### src/rtl/trie_lookup_arbiter.sv
// trie_lookup_arbiter
// Round-robin front end that shares one fixed-latency trie lookup pipeline
// between NUM_REQ requesters. Each lookup that is issued gets a {vld, idx} tag.
// The tag travels in a shift line beside the trie pipeline, so every
// nexthop result can be steered back to the requester that issued it.
module trie_lookup_arbiter #(
    parameter int NUM_REQ      = 4,
    parameter int PIPE_LATENCY = 10
) (
    input  logic                   clk,
    input  logic                   rst,
    input  logic [NUM_REQ-1:0]     req_valid,
    input  logic [32*NUM_REQ-1:0]  req_ip,
    output logic [NUM_REQ-1:0]     req_ready,
    input  logic                   hold,
    output logic [31:0]            trie_ip,
    input  logic [7:0]             trie_nexthop,
    output logic [NUM_REQ-1:0]     rsp_valid,
    output logic [7:0]             rsp_nexthop,
    output logic                   busy
);

    localparam int PW = (NUM_REQ > 1) ? $clog2(NUM_REQ) : 1;

    logic [PW-1:0]         ptr;
    logic                  gnt;
    logic [PW-1:0]         gnt_idx;
    logic [PW-1:0]         cand;

    // The tag line is one entry longer than the trie latency because trie_ip
    // is itself a register. A result appears on trie_nexthop PIPE_LATENCY
    // cycles after trie_ip is loaded. At that point the tag sits at index
    // PIPE_LATENCY.
    logic [PIPE_LATENCY:0] tag_vld;
    logic [PW-1:0]         tag_idx [0:PIPE_LATENCY];

    // Pick the first valid requester at or above ptr, wrapping modulo NUM_REQ.
    always_comb begin
        gnt     = 1'b0;
        gnt_idx = '0;
        cand    = '0;
        for (int i = 0; i < NUM_REQ; i++) begin
            cand = PW'((int'(ptr) + i) % NUM_REQ);
            if (!gnt && req_valid[cand]) begin
                gnt     = 1'b1;
                gnt_idx = cand;
            end
        end
        if (rst || hold) begin
            gnt = 1'b0;
        end
    end

    assign req_ready = gnt ? (NUM_REQ'(1) << gnt_idx) : '0;
    assign busy      = |tag_vld;

    // Advance the pointer on each grant and issue the IP. A cycle with no
    // grant issues a zero bubble.
    always_ff @(posedge clk) begin
        if (rst) begin
            ptr     <= '0;
            trie_ip <= '0;
        end else begin
            trie_ip <= gnt ? req_ip[32*gnt_idx +: 32] : 32'd0;
            if (gnt) begin
                ptr <= (gnt_idx == PW'(NUM_REQ - 1)) ? '0 : gnt_idx + 1'b1;
            end
        end
    end

    // Shift the tag valid bits. Reset clears them, which discards any
    // in-flight lookups.
    always_ff @(posedge clk) begin
        if (rst) begin
            tag_vld <= '0;
        end else begin
            tag_vld <= {tag_vld[PIPE_LATENCY-1:0], gnt};
        end
    end

    // Shift the tag indices. They only matter when the matching vld bit is set.
    always_ff @(posedge clk) begin
        tag_idx[0] <= gnt_idx;
        for (int s = 1; s <= PIPE_LATENCY; s++) begin
            tag_idx[s] <= tag_idx[s-1];
        end
    end

    // Return the trie result to the requester named by the head tag.
    always_ff @(posedge clk) begin
        if (rst) begin
            rsp_valid   <= '0;
            rsp_nexthop <= '0;
        end else if (tag_vld[PIPE_LATENCY]) begin
            rsp_valid   <= NUM_REQ'(1) << tag_idx[PIPE_LATENCY];
            rsp_nexthop <= trie_nexthop;
        end else begin
            rsp_valid   <= '0;
        end
    end

endmodule

### config.mk
export PLATFORM = sky130hd
export DESIGN_NAME = trie_lookup_arbiter
export DESIGN_NICKNAME = d
export VERILOG_FILES = /design/src/rtl/trie_lookup_arbiter.sv
export SDC_FILE = /design/constraint.sdc
export NUM_CORES = 1
export LEC_CHECK = 0
export CAP_MARGIN = 20
export CORE_MARGIN = 1
export CORE_UTILIZATION = 40
export CTS_BUF_LIST = sky130_fd_sc_hd__clkbuf_8
export DETAILED_ROUTE_END_ITERATION = 7
export PLACE_DENSITY = 0.92
export RECOVER_POWER = 25
export SYNTH_ARGS = -nofsm -noshare
export SYNTH_HDL_FRONTEND = slang
export SYNTH_SLANG_ARGS = --single-unit
### constraint.sdc
create_clock -name clk -period 4.8 [get_ports clk]
set_input_delay 0.72 -clock clk [delete_from_list [all_inputs] [get_ports clk]]
set_output_delay 0.72 -clock clk [all_outputs]
set_load 0.02 [all_outputs]
==> impl_metrics.yaml, run 1 <==
outcome:
  status: "finished clean"
setup_path:
  crit_path_start_kind: "primary input"
  worst_ep_required_time_ns: 4.08
  critPathCaptureType: "output pin"
  r2r_slack_ns: 2.39
  cp_max_fo: 22
  r2r-end: "trie_ip[8]"
  rr_worst_depth: 6
  setup.worst_path.class: "in -> out"
  critical_path_arrival_ns: 3.38
  r2r-start: "ptr[1]"
cells_and_area:
  area_growth_pct: 69.4
  fin_cells: 552
  drive_above_1_share_pct: 5.74
  nets: 592
  postLayoutCoreUtil_pct: 70.3
  diodes: 0
yosys:
  ys.flop_type: "dfxtp_1"
  synth_seq_cells: 79
  yosysUniqueCellTypes: 31
  synth_warnings: 0
  syn_nets: 403
  synth.area.top_cells: "dfxtp_1 (52%), mux2i_1 (24%), o22ai_1 (6.6%)"
  yosysTopAreaCellShare_pct: 52.3
  avgSynthCellArea_um2: 11.6
  synth_async_sr_flop_share_pct: 0
  synth_common_cells: "dfxtp_1 (79), mux2i_1 (74), o22ai_1 (32), nor2_1 (16), nor2b_1 (13)"
  synth_edf_count: 0
  synth_cells: 260
  yosys.area.top_type: "dfxtp_1"
  syn_area_um2: 3030
  yosysSeqAreaShare_pct: 52.3
  yosysMostFrequentCell: "dfxtp_1"
timing:
  fin_setup_tns_ns: 0
  hold_slack_ns: 0.328
  setup_viol: 0
  finClkSkew_ns: 0.00880
  period_share_pct: 85.4
  finalMaxSlewViolations: 0
  worst_slew_pin_slew_ns: 1.08
  rsz0062_at_grt: "no"
  relSlewSlack_pct: 27.8
  min_period_ns: 4.10
  fmax_mhz: 244
  finalHoldViolCount: 0
clocking:
  postCtsHoldBufs: 0
  cts-root-buf: "clkbuf_8"
  clock_path_buffers: 2
  cts_buffers: 9
  clk_pin_slew_ns: 0.07
  cts-resized-gates: 0
  cts_tree: "yes"
  clk_latency_ns: 0.33
  cts_htree_levels: 3
  cts_setup_buffers: 0
  numClockSinks: 79
global_route:
  antenna_found_initial: 0
  grt-ovfl-total: 0
  grt_max_degree: 34
  track_usage_pct: 20.3
  grt_pass1_vias: 2644
  grt_pass1_wl_mm: 11.8
place:
  port_buffers: 191
  gp_congestion: 0.737
  placed_cells: 537
  hpwl_mm: 6.74
power_and_ir_drop:
  p_per_area_nw_per_um2: 302
  finalPower_mw: 1.55
  ir_worst_vdd_mv: 0.143
  cellLeakagePower_nw: 2.09
routing:
  vias_per_cell: 4.93
  first_pass_iters: 5
  totalWireLength_mm: 8.55
  dr_total_vias: 2724
  drtIter0Drc: 41
  drcViolationCount: 0
  wl_per_cell_um: 15.5
  ant_nets: 0
hold_path:
  min_from: "tag_idx[9][1]"
  hp-class: "reg -> reg"
  hold_depth: 0
  hold_end: "tag_idx[10][1]"
floorplan:
  core_um2: 7290
  io_pins: 192
  initial_utilization_pct: 41.5
  die_y_um: 89.0
  fp.dieArea_um2: 7920
  fp-row-count: 31
  chipWidth_um: 89.0
job:
  max-cap-violations: 0
[layer usage]
metal  routed length, µm  up-vias  global-route usage (%)
met5                   0        -                       0
met4                 157        0                    8.23
met3                 592       15                    6.83
met2                4640      128                    38.6
met1                3160     1271                    20.4
li1                    -     1310                       -
[how the worst max path moves through the flow]
stage	depth (start not counted)	to	slack (ns)	from
after floorplan	6	req_ready[0]	2.20	req_valid[2]
after global placement	7	req_ready[1]	1.10	req_valid[2]
after detailed placement	7	req_ready[3]	1.05	req_valid[0]
after CTS	7	req_ready[1]	1.04	req_valid[2]
after global routing	6	req_ready[0]	0.52	rst
final	6	req_ready[1]	0.70	rst
[state kept, by name, indices dropped and copies added, names as in the netlist]
register / cells
ptr: 2
trie_ip: 32
tag_vld: 11
rsp_nexthop: 8
rsp_valid: 4
tag_idx: 22
[metrics by stage]
stage                     cell area, µm²  worst slack, ns
after CTS                           5130             1.04
after floorplan                     3030             2.20
after global placement              4930             1.10
after detailed placement            4930             1.05
after global routing                5120            0.525
final                               5120            0.701
[area by class of cell]
class | instances | area [µm²]
Tap cell | 99 | 124
Clock buffer | 11 | 151
Multi-Input combinational cell | 158 | 1260
Fill cell | 544 | 2170
Sequential cell | 79 | 1580
Clock inverter | 4 | 46.3
Inverter | 5 | 18.8
Timing Repair Buffer | 196 | 1950
[cells in the final DEF, fill, tap and decap left out, types with 2 or more instances in the layout]
cell             count
buf_4                4
clkbuf_8            11
clkdlybuf4s50_1    190
dfxtp_1             79
inv_1                4
inv_2                2
mux2i_1             74
nand2_1              2
nand3_1              2
nor2_1              16
nor2b_1             13
nor3_1               2
nor4_1               2
o22ai_1             32
[critical path, stage by stage]
cell             delay (ns)
dlygate4sd3_1          0.52
clkbuf_1               0.70
nor3_4                 0.14
a21bo_1                0.63
nor2_1                 0.10
clkdlybuf4s50_1        0.56
[power by group]
part           internal (mW)  total (mW)  switching, mW
clock network          0.263       0.478          0.215
registers              0.701       0.715         0.0140
logic                  0.209       0.354          0.145
total                   1.17        1.55          0.374
[kinds of logic (layout without fill, tap and decap cells)]
kind of cell	count (synthesis)	count (layout)	share of synthesized area [%]
AOI/OAI and AO/OA	40	40	8.81
buffers and inverters	23	216	6.41
DFF	79	79	52.3
muxes	74	74	24.5
and+or+nand+nor	44	44	8.02
Note: power is estimated with default switching activity, not from simulation.
==> inputs of run 2 (changes only) <==
Settings changed: ABC_AREA set to 1, CORE_UTILIZATION 40 to 44, HOLD_SLACK_MARGIN set to 0.05, PLACE_DENSITY 0.92 to 0.94, SETUP_SLACK_MARGIN set to 0.02.
==> run 2 against run 1 <==
Via count up 45%. Non-clock buffer count down 2. Highest routed layer unchanged. Area after synthesis up 19%. Largest cell class unchanged. Power up 39%.
==> impl_metrics.yaml, run 2 <==
outcome:
  status: "finished clean"
clocking:
  cts-resized-gates: 0
  clk_latency_ns: 0.33
  cts_tree: "yes"
  cts_buffers: 9
  cts_setup_buffers: 0
  postCtsHoldBufs: 0
  cts-root-buf: "clkbuf_8"
  clock_path_buffers: 2
  cts_htree_levels: 3
  numClockSinks: 79
  clk_pin_slew_ns: 0.09
power_and_ir_drop:
  p_switching_uw: 790
  p_sw_share_pct: 36.7
  finalPower_mw: 2.15
  cellLeakagePower_nw: 2.61
  combPwrFrac_pct: 38.3
  clkPwrFrac_pct: 23.3
  ir_worst_vdd_mv: 0.215
  internal-power_mw: 1.36
  p_per_area_nw_per_um2: 377
  pwr-share-seq_pct: 38.4
setup_path:
  cp_max_fo: 25
  worst_ep_required_time_ns: 4.08
  crit_top_cell: "nand2_1"
  crit_path_start_kind: "primary input"
  cpLargestDelayFamily: "simple AND/OR/NAND/NOR gates"
  path_buf_inv: 3
  slowest_stage: "clkdlybuf4s50_1"
  critical_path_arrival_ns: 3.53
  setup.worst_path.class: "in -> out"
  slowest_delay_ns: 0.64
  critPathCaptureType: "output pin"
  crit_chain: "clkdlybuf4s50_1 > inv_1 > nand2_1 > nand3_1 > nand2_1 > nand2_1 > nand2_1 > nand2_2 > nand2_1 > nor3_2 > clkdlybuf4s50_1"
timing:
  setup_viol: 0
  fin_setup_tns_ns: 0
  min_period_ns: 4.25
  layout_setup_ws_ns: 0.546
  finalHoldViolCount: 0
  worst_slew_pin_slew_ns: 0.896
  relSlewSlack_pct: 40.1
  finalMaxSlewViolations: 0
  rsz0062_at_grt: "no"
  period_share_pct: 88.6
  finClkSkew_ns: 0.00731
  fmax_mhz: 235
global_route:
  track_usage_pct: 25.6
  antenna_found_initial: 0
  grt_max_degree: 80
  grt_pass1_vias: 3930
  grt-ovfl-total: 0
  grt_pass1_wl_mm: 17.4
routing:
  ant_nets: 0
  vias_per_cell: 5.03
  drcViolationCount: 0
  totalWireLength_mm: 11.0
  drtIter0Drc: 134
  first_pass_iters: 4
  wl_per_cell_um: 14.1
  dr_total_vias: 3945
cells_and_area:
  nets: 820
  largest_registers: "trie_ip: 32 flops, tag_idx: 22 flops, tag_vld: 11 flops"
  drive_above_1_share_pct: 6.16
  diodes: 0
  layout_common_cells: "clkdlybuf4s50_1 (190), nand2_1 (152), dfxtp_1 (79)"
  layout_commonest_cell: "clkdlybuf4s50_1"
  area_growth_pct: 57.9
  largest_register_ffs: 32
  top_register: "trie_ip"
  fin_cells: 784
floorplan:
  chipWidth_um: 92.6
  io_pins: 192
  fp-row-count: 32
  fp.dieArea_um2: 8580
  core_um2: 7850
  initial_utilization_pct: 46.0
  die_y_um: 92.6
yosys:
  synth_seq_cells: 79
  avgSynthCellArea_um2: 7.17
  synth_cells: 504
  synth_common_cells: "nand2_1 (153), dfxtp_1 (79), inv_1 (61), nand3_1 (49), nand4_1 (42)"
  syn_area_um2: 3610
  ys.flop_type: "dfxtp_1"
  synth_warnings: 0
  synth_async_sr_flop_share_pct: 0
  yosysMostFrequentCell: "nand2_1"
  yosysTopAreaCellShare_pct: 43.8
  synth_edf_count: 0
  yosys.area.top_type: "dfxtp_1"
  synth.area.top_cells: "dfxtp_1 (44%), nand2_1 (16%), nand4_1 (7.3%)"
  yosysUniqueCellTypes: 26
  syn_nets: 647
  yosysSeqAreaShare_pct: 43.8
place:
  hpwl_mm: 8.22
  pre_cts_ws_ns: 0.598
  placed_cells: 768
  port_buffers: 191
  gp_congestion: 0.846
job:
  max-cap-violations: 0
hold_path:
  hp-class: "reg -> reg"
## run 2: cells by family after synthesis
kind of cell | count (synthesis) | synth area share, %
flops | 79 | 43.8
compound gates | 34 | 7.55
buf+inv | 99 | 12.0
simple gates | 292 | 36.7
## run 2: power by group through the flow
stage / registers, mW / logic [mW] / clock network [mW]
floorplan: 0.905 / 0.448 / 0
global placement: 0.837 / 0.795 / 0
detailed placement: 0.844 / 0.819 / 0
CTS: 0.830 / 0.822 / 0.514
global route: 0.838 / 0.901 / 0.538
finish: 0.827 / 0.825 / 0.501
## run 2: worst register-to-register path, cell delays in order, from the launching register on
cell	delay [ns]
dfxtp_1	0.58
inv_2	0.17
nand2_1	0.12
nand3_1	0.10
nand2_1	0.14
clkinv_1	0.12
nand3_1	0.09
nand2_1	0.06
clkinv_1	0.05
nand2_2	0.25
buf_4	0.35
nor2_4	0.71
o211ai_1	0.23
nand2_1	0.12
## run 2: layout make-up
type	instances	area [µm²]
Timing Repair Buffer	194	1930
Fill cell	597	2140
Tap cell	102	128
Multi-Input combinational cell	326	1610
Sequential cell	79	1580
Inverter	67	251
Clock buffer	9	124
Clock inverter	7	80.1
## run 2: routing by layer
metal | global-route usage [%] | part of all wire [%]
met3 | 5.17 | 6.6
met4 | 10.5 | 2.2
met1 | 26.9 | 39
met5 | 0 | 0
met2 | 49.3 | 52
## run 2: path summary, 6_finish.rpt
kind,slack [ns],to,from,cells past startpoint
worst max register to register,1.66,trie_ip[7],ptr[0],13
worst min register to register,0.33,tag_idx[7][0],tag_idx[6][0],0
worst min-delay path,0.33,tag_idx[7][0],tag_idx[6][0],0
worst max-delay path,0.55,req_ready[1],req_valid[1],11
## run 2: stage by stage
stage          instance area (µm²)  hold slack (ns)  util [%]
2_1_floorplan                 3610            0.310         -
3_3_place_gp                  5500            0.311      70.1
3_5_place_dp                  5500            0.312      70.1
4_1_cts                       5710            0.325      72.7
5_1_grt                       5710            0.337      72.7
6_report                      5710            0.325      72.7
